==> src/rtl/mem_arbiter_if.sv <==
// mem_arbiter_if: bundles the requester-side and memory-side signals of mem_arbiter.
//
// Requester side (flattened per-requester vectors, requester i owns slice i):
//   req, lock, we       : per-requester request, burst lock, write enable
//   addr, wdata         : flattened payloads, slice [i*W +: W]
//   gnt                 : one-hot grant, transfer when req[i] & gnt[i]
//   rvalid, rdata       : one-cycle read response pulse and shared read data
// Memory side:
//   mem_en, mem_we, mem_addr, mem_wdata : access strobe and payload
//   mem_rdata           : read data, valid one cycle after a read strobe
//
// Modports: slave = the arbiter, master = requesters plus memory (e.g. a testbench).
interface mem_arbiter_if #(
    parameter int unsigned NUM_REQ = 4,
    parameter int unsigned ADDR_W  = 8,
    parameter int unsigned DATA_W  = 8
);
    logic [NUM_REQ-1:0]        req;
    logic [NUM_REQ-1:0]        lock;
    logic [NUM_REQ-1:0]        we;
    logic [NUM_REQ*ADDR_W-1:0] addr;
    logic [NUM_REQ*DATA_W-1:0] wdata;
    logic [NUM_REQ-1:0]        gnt;
    logic [NUM_REQ-1:0]        rvalid;
    logic [DATA_W-1:0]         rdata;
    logic                      mem_en;
    logic                      mem_we;
    logic [ADDR_W-1:0]         mem_addr;
    logic [DATA_W-1:0]         mem_wdata;
    logic [DATA_W-1:0]         mem_rdata;

    modport slave (
        input  req, lock, we, addr, wdata, mem_rdata,
        output gnt, rvalid, rdata, mem_en, mem_we, mem_addr, mem_wdata
    );

    modport master (
        output req, lock, we, addr, wdata, mem_rdata,
        input  gnt, rvalid, rdata, mem_en, mem_we, mem_addr, mem_wdata
    );
endinterface

==> src/rtl/mem_arbiter.sv <==
// mem_arbiter: round-robin arbiter sharing one single-port memory among NUM_REQ requesters.
//
// At most one transfer per cycle, granted combinationally in the same cycle the request is
// presented. Locked bursts keep the grant on one owner for up to MAX_BURST grants, after which
// rotation is forced. Read data returns one cycle after the read grant, tagged by rvalid to
// the issuing requester.
//
// Ports:
//   clk : system clock, rising edge
//   rst : asynchronous active-low reset
//   bus : mem_arbiter_if.slave (requester request/grant/response + memory strobe/payload)
//
// Optional feature, macro MEM_ARB_PRIO0_EN:
//   requester 0 gets strict priority in arbitration (rr_ptr not updated on its wins) and
//   ends a burst locked by another requester, so requester 0 wins on the following cycle.
module mem_arbiter #(
    parameter int unsigned NUM_REQ   = 4,
    parameter int unsigned ADDR_W    = 8,
    parameter int unsigned DATA_W    = 8,
    parameter int unsigned MAX_BURST = 4
) (
    input logic          clk,
    input logic          rst,
    mem_arbiter_if.slave bus
);

    localparam int unsigned ID_W  = (NUM_REQ > 1) ? $clog2(NUM_REQ) : 1;
    localparam int unsigned CNT_W = 4;

    typedef enum logic [0:0] {StArb, StLocked} state_e;

    state_e            state_q;
    logic [ID_W-1:0]   rr_ptr_q;
    logic [ID_W-1:0]   owner_q;
    logic [CNT_W-1:0]  burst_cnt_q;
    logic              pend_valid_q;
    logic [ID_W-1:0]   pend_id_q;
    logic [DATA_W-1:0] rdata_q;

    // Round-robin search result for the ARB state.
    logic              arb_found;
    logic [ID_W-1:0]   arb_win;
    logic [ID_W-1:0]   scan_id;
    logic              prio_hit;
    logic              preempt;

    // Grant decision for the current cycle.
    logic              grant_any;
    logic              grant_ok;
    logic [ID_W-1:0]   win;
    logic              win_is_read;

    // Search starts just after rr_ptr and wraps, so the last winner has lowest priority.
    always_comb begin
        arb_found = 1'b0;
        arb_win   = rr_ptr_q;
        scan_id   = '0;
        for (int unsigned i = 1; i <= NUM_REQ; i++) begin
            scan_id = ID_W'((32'(rr_ptr_q) + i) % NUM_REQ);
            if (!arb_found && bus.req[scan_id]) begin
                arb_found = 1'b1;
                arb_win   = scan_id;
            end
        end
`ifdef MEM_ARB_PRIO0_EN
        prio_hit = bus.req[0];
        if (prio_hit) begin
            arb_found = 1'b1;
            arb_win   = '0;
        end
        // A pending requester-0 request ends someone else's burst after this cycle.
        preempt = bus.req[0] && (owner_q != '0);
`else
        prio_hit = 1'b0;
        preempt  = 1'b0;
`endif
    end

    always_comb begin
        grant_any = 1'b0;
        win       = arb_win;
        unique case (state_q)
            StArb: begin
                grant_any = arb_found;
                win       = arb_win;
            end
            StLocked: begin
                grant_any = bus.req[owner_q];
                win       = owner_q;
            end
            default: begin
                grant_any = 1'b0;
                win       = arb_win;
            end
        endcase
        // Outputs are forced quiet while reset is asserted, even with requests pending.
        grant_ok    = grant_any && rst;
        win_is_read = grant_ok && !bus.we[win];
    end

    // Grant and memory-side muxes.
    always_comb begin
        bus.gnt = '0;
        if (grant_ok) begin
            bus.gnt[win] = 1'b1;
        end
        bus.mem_en    = |(bus.req & bus.gnt);
        bus.mem_we    = grant_ok ? bus.we[win] : 1'b0;
        bus.mem_addr  = grant_ok ? bus.addr[32'(win) * ADDR_W +: ADDR_W] : '0;
        bus.mem_wdata = grant_ok ? bus.wdata[32'(win) * DATA_W +: DATA_W] : '0;
    end

    // Read response: memory data arrives the cycle after the strobe and is passed straight
    // through; rdata_q keeps the last returned value for the cycles in between.
    always_comb begin
        bus.rvalid = '0;
        if (pend_valid_q) begin
            bus.rvalid[pend_id_q] = 1'b1;
        end
        bus.rdata = pend_valid_q ? bus.mem_rdata : rdata_q;
    end

    always_ff @(posedge clk or negedge rst) begin
        if (!rst) begin
            state_q      <= StArb;
            rr_ptr_q     <= ID_W'(NUM_REQ - 1);
            owner_q      <= '0;
            burst_cnt_q  <= '0;
            pend_valid_q <= 1'b0;
            pend_id_q    <= '0;
            rdata_q      <= '0;
        end else begin
            pend_valid_q <= win_is_read;
            if (win_is_read) begin
                pend_id_q <= win;
            end
            if (pend_valid_q) begin
                rdata_q <= bus.mem_rdata;
            end

            unique case (state_q)
                StArb: begin
                    if (arb_found) begin
                        if (!prio_hit) begin
                            rr_ptr_q <= arb_win;
                        end
                        if (bus.lock[arb_win] && (MAX_BURST > 1)) begin
                            state_q     <= StLocked;
                            owner_q     <= arb_win;
                            burst_cnt_q <= CNT_W'(1);
                        end
                    end
                end
                StLocked: begin
                    if (bus.req[owner_q] && bus.lock[owner_q] &&
                        (burst_cnt_q == CNT_W'(MAX_BURST - 1))) begin
                        // Burst cap reached with this grant: hand priority to owner+1.
                        state_q     <= StArb;
                        rr_ptr_q    <= owner_q;
                        burst_cnt_q <= '0;
                    end else if (!bus.req[owner_q] || !bus.lock[owner_q] || preempt) begin
                        state_q     <= StArb;
                        burst_cnt_q <= '0;
                    end else begin
                        burst_cnt_q <= burst_cnt_q + CNT_W'(1);
                    end
                end
                default: begin
                    state_q     <= StArb;
                    burst_cnt_q <= '0;
                end
            endcase
        end
    end

endmodule

==> src/flat_wrapper.sv <==
// flat-port wrapper written by rule: the top's interface ports become plain ports
module mem_arbiter_flat 
#(
    parameter int unsigned NUM_REQ   = 4,
    parameter int unsigned ADDR_W    = 8,
    parameter int unsigned DATA_W    = 8,
    parameter int unsigned MAX_BURST = 4
)
  (clk, rst, bus_req, bus_lock, bus_we, bus_addr, bus_wdata, bus_mem_rdata, bus_gnt, bus_rvalid, bus_rdata, bus_mem_en, bus_mem_we, bus_mem_addr, bus_mem_wdata);
  mem_arbiter_if #(.NUM_REQ(NUM_REQ), .ADDR_W(ADDR_W), .DATA_W(DATA_W)) bus_i ();
  input logic clk;
  input logic rst;
  input wire logic [$bits(bus_i.req)-1:0] bus_req;
  input wire logic [$bits(bus_i.lock)-1:0] bus_lock;
  input wire logic [$bits(bus_i.we)-1:0] bus_we;
  input wire logic [$bits(bus_i.addr)-1:0] bus_addr;
  input wire logic [$bits(bus_i.wdata)-1:0] bus_wdata;
  input wire logic [$bits(bus_i.mem_rdata)-1:0] bus_mem_rdata;
  output wire logic [$bits(bus_i.gnt)-1:0] bus_gnt;
  output wire logic [$bits(bus_i.rvalid)-1:0] bus_rvalid;
  output wire logic [$bits(bus_i.rdata)-1:0] bus_rdata;
  output wire logic [$bits(bus_i.mem_en)-1:0] bus_mem_en;
  output wire logic [$bits(bus_i.mem_we)-1:0] bus_mem_we;
  output wire logic [$bits(bus_i.mem_addr)-1:0] bus_mem_addr;
  output wire logic [$bits(bus_i.mem_wdata)-1:0] bus_mem_wdata;
  assign bus_i.req = bus_req;
  assign bus_i.lock = bus_lock;
  assign bus_i.we = bus_we;
  assign bus_i.addr = bus_addr;
  assign bus_i.wdata = bus_wdata;
  assign bus_i.mem_rdata = bus_mem_rdata;
  assign bus_gnt = bus_i.gnt;
  assign bus_rvalid = bus_i.rvalid;
  assign bus_rdata = bus_i.rdata;
  assign bus_mem_en = bus_i.mem_en;
  assign bus_mem_we = bus_i.mem_we;
  assign bus_mem_addr = bus_i.mem_addr;
  assign bus_mem_wdata = bus_i.mem_wdata;
  mem_arbiter #(.NUM_REQ(NUM_REQ), .ADDR_W(ADDR_W), .DATA_W(DATA_W), .MAX_BURST(MAX_BURST)) u_core (.clk(clk), .rst(rst), .bus(bus_i));
endmodule
==> config.mk <==
export PLATFORM = sky130hd
export DESIGN_NAME = mem_arbiter_flat
export DESIGN_NICKNAME = d
export VERILOG_FILES = /design/src/rtl/mem_arbiter_if.sv /design/src/rtl/mem_arbiter.sv /design/src/flat_wrapper.sv
export SDC_FILE = /design/constraint.sdc
export NUM_CORES = 1
export LEC_CHECK = 0
export ABC_CLOCK_PERIOD_IN_PS = 3100
export CAP_MARGIN = 10
export CORE_AREA = 2 2 72 81
export CTS_BUF_LIST = sky130_fd_sc_hd__clkbuf_2 sky130_fd_sc_hd__clkbuf_4 sky130_fd_sc_hd__clkbuf_8
export DETAILED_ROUTE_END_ITERATION = 10
export DIE_AREA = 0 0 74 83
export GPL_TIMING_DRIVEN = 0
export PLACE_DENSITY = 0.78
export SLEW_MARGIN = 10
export SYNTH_ARGS = -nofsm -noshare
export SYNTH_HDL_FRONTEND = slang
export SYNTH_SLANG_ARGS = --single-unit
==> constraint.sdc <==
create_clock -name clk -period 3.1 [get_ports clk]
set_input_delay 0.93 -clock clk [delete_from_list [all_inputs] [get_ports clk]]
set_output_delay 0.93 -clock clk [all_outputs]
set_load 0.01 [all_outputs]
==> results.json, run 1 <==
{
  "outcome": "finished, violations left",
  "violations": "setup timing",
  "arrival_ps": 2440,
  "cts.htree.levels": 1,
  "end_kind": "output port",
  "grt_max_degree": 25,
  "cts_sinks": 20,
  "synth_flop_cell": "dfrtp_1",
  "p_leak_nw": 1.49,
  "yosys_warnings": 0,
  "seq_area_frac_synth_pct": 29.2,
  "fmax_mhz": 297,
  "required_ps": 2170,
  "setup_viol": 22,
  "fin_hold_ws_ps": 498,
  "netlist-cell-type-count": 48,
  "cts_buffers": 3,
  "powerDensity_mw_per_mm2": 928,
  "drtIter0Drc": 87,
  "synth_edf_count": 0,
  "r2r_start": "u_core.rr_ptr_q[1]",
  "dp.cells": 369,
  "gp_congestion": 0.794,
  "critical_path_class": "in -> out",
  "relSlewSlack_pct": 68.4,
  "finalMaxSlewViolations": 0,
  "gr-total-overflow": 0,
  "maxCapViolCount": 0,
  "fin_crit_sh_pct": 109,
  "detail_route.wl_per_cell_um": 15.5,
  "cp_num_buf_inv": 4,
  "area_delta_synth_final_pct": 101,
  "drive_gt1_share_pct": 33.0,
  "io_pins": 120,
  "die-width_um": 74,
  "tightest_slew_ps": 471,
  "path_cells": "buf_8 > mux4_2 > and2_4 > nand3b_2 > o21a_2 > buf_6 > buf_12 > o22ai_2 > buf_2",
  "start_kind": "primary input",
  "num_rows": 28,
  "hold_path_end": "u_core.rdata_q[3]",
  "port-buffer-count": 119,
  "cts-root-buf": "clkbuf_8",
  "timing.rr.end": "u_core.pend_id_q[0]",
  "vias": 1953,
  "r2r_slack_ps": 590,
  "reg2reg_depth": 8,
  "nets": 403,
  "start_util_pct": 32.6,
  "layoutNonFillerInstCount": 390,
  "cts_tree": "done",
  "hpwlAfterDp_um": 4450,
  "worst_slack_ps": -273,
  "slowest_delay_ps": 490,
  "min_from": "u_core.rdata_q[3]",
  "antenna_cells": 0,
  "hp-class": "reg -> reg",
  "rsz0062_at_grt": "true",
  "crit_fanout": 8,
  "final.min_clock_period_ps": 3370,
  "die_y_um": 83,
  "antenna_found_initial": 0,
  "dr.pass1.iters": 4,
  "clk_latency_ps": 250,
  "synth_fp_nets": 262,
  "ys_ff_latch": 20,
  "dieArea_mm2": 0.00614,
  "wl_um": 6060,
  "peakVddDrop_mv": 0.433,
  "cts_buffer_depth": 2,
  "cts_hold_buf": 0,
  "grt_pass1_vias": 2072,
  "drc_errors": 0,
  "hold_path_depth": 1,
  "synthArstFlopShare_pct": 100,
  "clk_pin_slew_ps": 80,
  "netlist_area_mm2": 0.00172,
  "finClkSkew_ps": 2.55,
  "grt_usage_pct": 19.8,
  "hold_violations": 0,
  "fp.coreArea_mm2": 0.00529,
  "via_per_inst": 5.01,
  "grt_pass1_wl_um": 9730,
  "ant_nets": 0,
  "syn_avg_cell_area_um2": 9.85,
  "cp_top_family": "buffers and inverters",
  "synthCells": 175,
  "slowest_stage": "mux4_2"
}
-- metal layers --
layer | vias to the layer above | GRT usage (%) | wire length [um]
met1 | 903 | 23.0 | 2350
li1 | 947 | - | -
met2 | 97 | 36.6 | 3160
met3 | 6 | 3.40 | 483
met5 | - | 0 | 0
met4 | 0 | 4.30 | 62
-- synthesized netlist by cell type, types with 2 or more instances --
cell type	instances	area, um2
and3_1	3	18.8
o31ai_1	2	15.0
a211o_1	3	26.3
a31o_1	3	26.3
o21a_1	3	22.5
buf_6	4	45.0
buf_2	2	10.0
nand2_1	5	18.8
o21ai_0	5	25.0
mux2i_1	33	330
o22ai_1	17	106
nor2_1	12	45.0
buf_4	2	15.0
dfstp_2	2	52.6
nand4_1	2	12.5
a21oi_1	5	25.0
nand2b_1	4	25.0
nand3_1	4	20.0
mux2_4	2	30.0
dfrtp_1	18	450
mux2_2	9	101
o21ai_1	2	10.0
nor2b_1	3	18.8
inv_1	6	22.5
-- logic make-up after synthesis --
logic type,count (synthesis),synth area share (%)
buf+inv,16,5.81
fa+ha+maj,1,0.726
simple gates,42,13.2
flops,20,29.2
mux,47,30.3
compound gates,49,20.8
-- worst register-to-register path, cell delays in order (launching register included) --
cell and delay [ps]:
dfstp_2 630, nor2b_1 280, o21ai_4 110, a41oi_4 280, buf_6 150, mux2_4 310
buf_4 140, o2bb2ai_2 180, mux2_4 310
-- layout make-up --
class | instances | area (um2)
Fill cell | 421 | 1830
Timing Repair Buffer | 136 | 1330
Multi-Input combinational cell | 139 | 1320
Sequential cell | 20 | 503
Buffer | 10 | 135
Tap cell | 75 | 93.8
Clock buffer | 4 | 55.1
Inverter | 6 | 22.5
-- what timing repair did --
item / 4_1_cts / 5_1_grt
resized for setup: 158 / 17
endpoints found under the setup margin: 22 / 22
setup buffers: 12 / 2
pin swaps: 12 / 6
gates cloned: 3 / 0
-- metrics by stage --
step	utilization [%]	total power [mW]	setup TNS [ps]	area [um2]	setup slack, ps
floorplan	-	1.71	0	1750	3.06
global placement	57.4	2.44	-30200	3030	-1470
detailed placement	57.4	2.47	-30760	3030	-1490
CTS	63.4	3.08	-4970	3350	-260
global route	65.4	3.40	-6570	3460	-333
finish	65.4	3.21	-5110	3460	-273
-- sequential cells by signal (all words and copies together) (netlist names) --
| name | flops |
|---|---|
| u_core.burst_cnt_q | 4 |
| u_core.owner_q | 2 |
| u_core.pend_id_q | 2 |
| u_core.pend_valid_q | 1 |
| u_core.rdata_q | 8 |
| u_core.rr_ptr_q | 2 |
| u_core.state_q | 1 |
-- worst max-delay path by stage --
stage | startpoint | to | slack (ps) | cells after the start
2_1_floorplan | bus_req[1] | bus_mem_addr[0] | 3 | 7
3_3_place_gp | rst | bus_mem_addr[3] | -1470 | 7
3_5_place_dp | rst | bus_mem_addr[3] | -1490 | 7
4_1_cts | bus_req[3] | bus_mem_addr[3] | -260 | 9
5_1_grt | bus_req[2] | bus_mem_wdata[2] | -330 | 9
6_report | bus_req[2] | bus_mem_wdata[0] | -270 | 9
-- placed cells by master (no fill, tap or decap), drive strengths merged, types with 2 or more instances in the layout --
cell type       n
clkbuf          6
nor2           12
mux2i          33
a21oi           5
buf            51
and2            2
dfrtp          18
nand2b          4
o21a            4
nor2b           4
nand4           2
clkdlybuf4s50  92
and3            3
mux4            2
a211o           3
mux2           12
inv             6
nand2           5
a31o            3
o31ai           2
nand3           4
dfstp           2
o22ai          17
o21ai           8
-- where the power goes --
group | switching [mW] | leakage, nW | internal, mW
combinational | 1.09 | 1.22 | 1.43
sequential | 0.106 | 0.240 | 0.392
clock | 0.0860 | 0.0288 | 0.113
Note: power is estimated with default switching activity, not from simulation.
==> run 2, diff against run 1 <==
- ABC_CLOCK_PERIOD_IN_PS: 3100 -> default
- CTS_CLUSTER_SIZE: default -> 20
- TNS_END_PERCENT: default -> 5
==> results.json, run 2 (synthesis gave the netlist of run 1 again) <==
{
  "fmax_mhz": 297,
  "finalMaxSlewViolations": 0,
  "place_ws_ps": -1490,
  "final_cell_mix": "clkdlybuf4s50_1 (92), mux2i_1 (30), buf_2 (20)",
  "powerDensity_mw_per_mm2": 924,
  "cts.htree.levels": 1,
  "cts_tree": "done",
  "gr-total-overflow": 0,
  "final.min_clock_period_ps": 3370,
  "area_delta_synth_final_pct": 99.5,
  "fillCellCount": 423,
  "cts_buffer_depth": 2,
  "start_util_pct": 32.6,
  "gp_congestion": 0.776,
  "cts_buffers": 3,
  "tns_ps": -4940,
  "io_pins": 120,
  "tightest_slew_ps": 470,
  "clk_latency_ps": 250,
  "slowest_delay_ps": 480,
  "via_per_inst": 5.05,
  "peakVddDrop_mv": 0.504,
  "violations": "setup timing",
  "drc_errors": 0,
  "port-buffer-count": 119,
  "relSlewSlack_pct": 68.7,
  "arrival_ps": 2440,
  "slowest_stage": "mux4_2",
  "cts-root-buf": "clkbuf_8",
  "finClkSkew_ps": 1.74,
  "grt_pass1_vias": 1955,
  "clk_pin_slew_ps": 70,
  "nets": 405,
  "cts_sinks": 20,
  "fin_crit_sh_pct": 109,
  "drive_gt1_share_pct": 30.0,
  "worst_slack_ps": -268,
  "crit_fanout": 6,
  "num_rows": 28,
  "mostFrequentLayoutCell": "clkdlybuf4s50_1",
  "largest_registers": "u_core.rdata_q: 8 flops, u_core.burst_cnt_q: 4 flops",
  "grt_max_degree": 25,
  "top_register": "u_core.rdata_q",
  "die-width_um": 74,
  "rsz0062_at_grt": "true",
  "detail_route.wl_per_cell_um": 15.2,
  "setup_viol": 22,
  "fp.coreArea_mm2": 0.00529,
  "wl_um": 5940,
  "grt_usage_pct": 18.7,
  "hp-class": "reg -> reg",
  "dr.pass1.iters": 4,
  "hold_path_end": "u_core.rdata_q[1]",
  "path_cells": "buf_8 > mux4_2 > and2_4 > nand3_2 > o21a_1 > buf_6 > buf_16 > o22ai_2 > buf_2",
  "maxCapViolCount": 0,
  "r2r_slack_ps": 780,
  "die_y_um": 83,
  "vias": 1980,
  "ff_latch_area_um2": 503,
  "drtIter0Drc": 94,
  "largest_reg_flops": 8,
  "dp.cells": 369,
  "min_from": "u_core.rdata_q[1]",
  "antenna_cells": 0,
  "hpwlAfterDp_um": 4340,
  "layoutNonFillerInstCount": 392,
  "start_kind": "primary input",
  "ant_nets": 0,
  "critical_path_class": "in -> out",
  "hold_violations": 0,
  "required_ps": 2170,
  "outcome": "finished, violations left",
  "reg2reg_depth": 9,
  "multi_input_area_mm2": 0.00126,
  "antenna_found_initial": 0,
  "end_kind": "output port",
  "grt_pass1_wl_um": 9120,
  "p_leak_nw": 1.51,
  "dieArea_mm2": 0.00614,
  "r2r_start": "u_core.rr_ptr_q[0]",
  "timing.rr.end": "u_core.pend_id_q[0]",
  "hold_path_depth": 1
}
==> run 2: area by class of cell <==
class | instances | area share [%]
tap | 75 | 2.73
clock buffer | 4 | 1.42
sequential | 20 | 14.6
inverter | 6 | 0.655
multi-input combinational | 139 | 36.5
buffer | 9 | 3.75
timing repair buffer | 139 | 40.3
==> run 2: power by group <==
group / switching, mW / internal (mW)
logic: 1.05 / 1.45
registers: 0.108 / 0.392
clock network: 0.0809 / 0.100
==> run 2: critical path, delay by kind of cell <==
| family | cells | cell delay [ps] |
|---|---|---|
| buf+inv | 4 | 540 |
| mux | 1 | 480 |
| simple gates | 2 | 260 |
| compound gates | 2 | 210 |
==> run 2: worst max path at each step <==
stage,from,end
final,bus_req[2],bus_mem_addr[3]
after global routing,bus_req[2],bus_mem_addr[3]
after CTS,bus_req[2],bus_mem_addr[3]
after detailed placement,rst,bus_mem_addr[3]
after global placement,rst,bus_mem_addr[3]
after floorplan,bus_req[1],bus_mem_addr[0]
==> run 2: stage by stage <==
| stage | power (mW) | instance area (um2) | hold WS, ps | utilization [%] |
|---|---|---|---|---|
| 6_report | 3.18 | 3440 | 499 | 65.0 |
| 5_1_grt | 3.37 | 3440 | 520 | 65.0 |
| 4_1_cts | 3.01 | 3290 | 504 | 62.1 |
| 3_5_place_dp | 2.46 | 3030 | 486 | 57.4 |
| 3_3_place_gp | 2.44 | 3030 | 479 | 57.4 |
| 2_1_floorplan | 1.71 | 1750 | 513 | - |
==> run 2: repair_timing <==
| action | in CTS | in global routing |
|---|---|---|
| hold buffers | 0 | 0 |
| buffers inserted | 11 | 4 |
| gates cloned | 4 | 1 |
| gates resized for setup | 144 | 19 |
| pin swaps | 11 | 4 |
| endpoints found under the hold margin | 0 | 0 |
| endpoints found under the setup margin | 22 | 22 |
==> run 2: per-layer routing <==
metal / track usage [%] / routed length [um]
met1: 22.7 / 2360
met3: 3.52 / 398
met2: 32.5 / 3040
met5: 0 / 0
met4: 5.62 / 140
==> run 3, diff against run 2 <==
- CTS_BUF_LIST: sky130_fd_sc_hd__clkbuf_2 sky130_fd_sc_hd__clkbuf_4 sky130_fd_sc_hd__clkbuf_8 -> sky130_fd_sc_hd__clkbuf_2
==> results.json, run 3 (synthesis gave the netlist of run 1 again) <==
{
  "hpwlAfterDp_um": 4340,
  "gr-total-overflow": 0,
  "fin_crit_sh_pct": 109,
  "path_cells": "buf_8 > mux4_2 > and2_4 > nand3_2 > o21a_1 > buf_6 > buf_16 > o22ai_2 > buf_2",
  "peakVddDrop_mv": 0.510,
  "port-buffer-count": 119,
  "slowest_stage": "mux4_2",
  "hold_violations": 0,
  "start_kind": "primary input",
  "multi_input_area_mm2": 0.00127,
  "via_per_inst": 5.08,
  "critPathLaunch": "bus_req[2]",
  "ff_latch_area_um2": 503,
  "mostFrequentLayoutCell": "clkdlybuf4s50_1",
  "grt_pass1_vias": 1949,
  "drtIter0Drc": 94,
  "fillCellCount": 421,
  "cp_num_buf_inv": 4,
  "drc_errors": 0,
  "clk_pin_slew_ps": 190,
  "cp_top_family": "buffers and inverters",
  "tightest_slew_ps": 465,
  "fp.coreArea_mm2": 0.00529,
  "finClkSkew_ps": 5.02,
  "cts_buffers": 3,
  "crit_fanout": 6,
  "rsz0062_at_grt": "true",
  "cts_buffer_depth": 2,
  "grt_max_degree": 25,
  "die-width_um": 74,
  "cts_sinks": 20,
  "maxCapViolCount": 0,
  "slowest_delay_ps": 480,
  "area_delta_synth_final_pct": 98.7,
  "final.min_clock_period_ps": 3370,
  "cts.htree.levels": 1,
  "violations": "setup timing",
  "required_ps": 2170,
  "drive_gt1_share_pct": 30.3,
  "dpl_cell_area_mm2": 0.00303,
  "cts-root-buf": "clkbuf_2",
  "powerDensity_mw_per_mm2": 914,
  "finalInstanceArea_mm2": 0.00342,
  "final_util_pct": 64.7,
  "outcome": "finished, violations left",
  "fmax_mhz": 297,
  "dr.pass1.iters": 4,
  "vias": 1991,
  "p_leak_nw": 1.51,
  "hp-class": "in -> async",
  "end_kind": "output port",
  "dieArea_mm2": 0.00614,
  "nets": 405,
  "relSlewSlack_pct": 69.0,
  "die_y_um": 83,
  "largest_registers": "u_core.rdata_q: 8 flops, u_core.burst_cnt_q: 4 flops",
  "grt_usage_pct": 18.6,
  "place_ws_ps": -1490,
  "io_pins": 120,
  "clk_latency_ps": 310,
  "detail_route.wl_per_cell_um": 15.4,
  "num_rows": 28,
  "gp_congestion": 0.776,
  "final_cell_mix": "clkdlybuf4s50_1 (92), mux2i_1 (30), buf_2 (20)",
  "antenna_found_initial": 0,
  "wl_um": 6060,
  "finalMaxSlewViolations": 0,
  "setup_viol": 22,
  "ant_nets": 0,
  "critical_path_class": "in -> out",
  "grt_pass1_wl_um": 9100,
  "cts_tree": "done",
  "r2r_start": "u_core.rr_ptr_q[0]",
  "start_util_pct": 32.6,
  "arrival_ps": 2440,
  "worst_slack_ps": -270,
  "antenna_cells": 0,
  "top_register": "u_core.rdata_q",
  "largest_reg_flops": 8
}
## run 3: cell count changes in the layout (fill, tap and decap cells not counted)
cell      delta
clkbuf_2     +4
clkbuf_8     -3
clkbuf_4     -1
nor2b_1      -1
nor2b_4      +1
o21ai_2      -1
o21ai_4      +1
## run 3: through the flow
stage               hold WS (ps)  std cells  setup TNS (ps)  total power, mW
floorplan                    513        175          -0.868             1.71
global placement             479        369          -29570             2.44
detailed placement           486        369          -30590             2.46
CTS                          526        388           -5100             2.93
global route                 484        392           -6100             3.32
finish                       504        392           -4990             3.13
## run 3: metal layers
metal	GRT usage (%)	part of all wire [%]	vias to the layer above
li1	-	-	953
met1	22.7	40	922
met2	32.5	51	106
met3	3.16	6.9	10
met4	5.62	2.2	0
met5	0	0	-
## run 3: cell type report
type	count	area share, %
inverter	6	0.658
clock buffer	4	0.585
sequential	20	14.7
tap	75	2.74
buffer	9	3.76
multi-input combinational	139	37.1
timing repair buffer	139	40.4
## run 3: what timing repair did
| item | 4_1_cts | 5_1_grt |
|---|---|---|
| gates cloned | 4 | 1 |
| buffers inserted | 11 | 4 |
| endpoints found under the setup margin | 22 | 22 |
| hold buffers | 0 | 0 |
| resized for setup | 144 | 22 |
| pin swaps | 11 | 4 |
| hold endpoints to repair | 0 | 0 |
## run 3: final timing paths
path                                    endpoint  slack (ps)  cells after the start
hold / removal             u_core.burst_cnt_q[3]         500                      1
hold reg to reg                u_core.rdata_q[1]         520                      1
min in group clk               u_core.rdata_q[1]         520                      1
setup / recovery                 bus_mem_addr[3]        -270                      9
setup reg to reg             u_core.pend_id_q[0]         720                      9
max in group asynchronous     u_core.rr_ptr_q[1]        2300                      1
## run 3: power breakdown
part	leakage [nW]	internal, mW	switching (mW)	total [mW]
registers	0.240	0.390	0.115	0.505
logic	1.25	1.46	1.06	2.51
clock network	0.0166	0.0342	0.0793	0.114
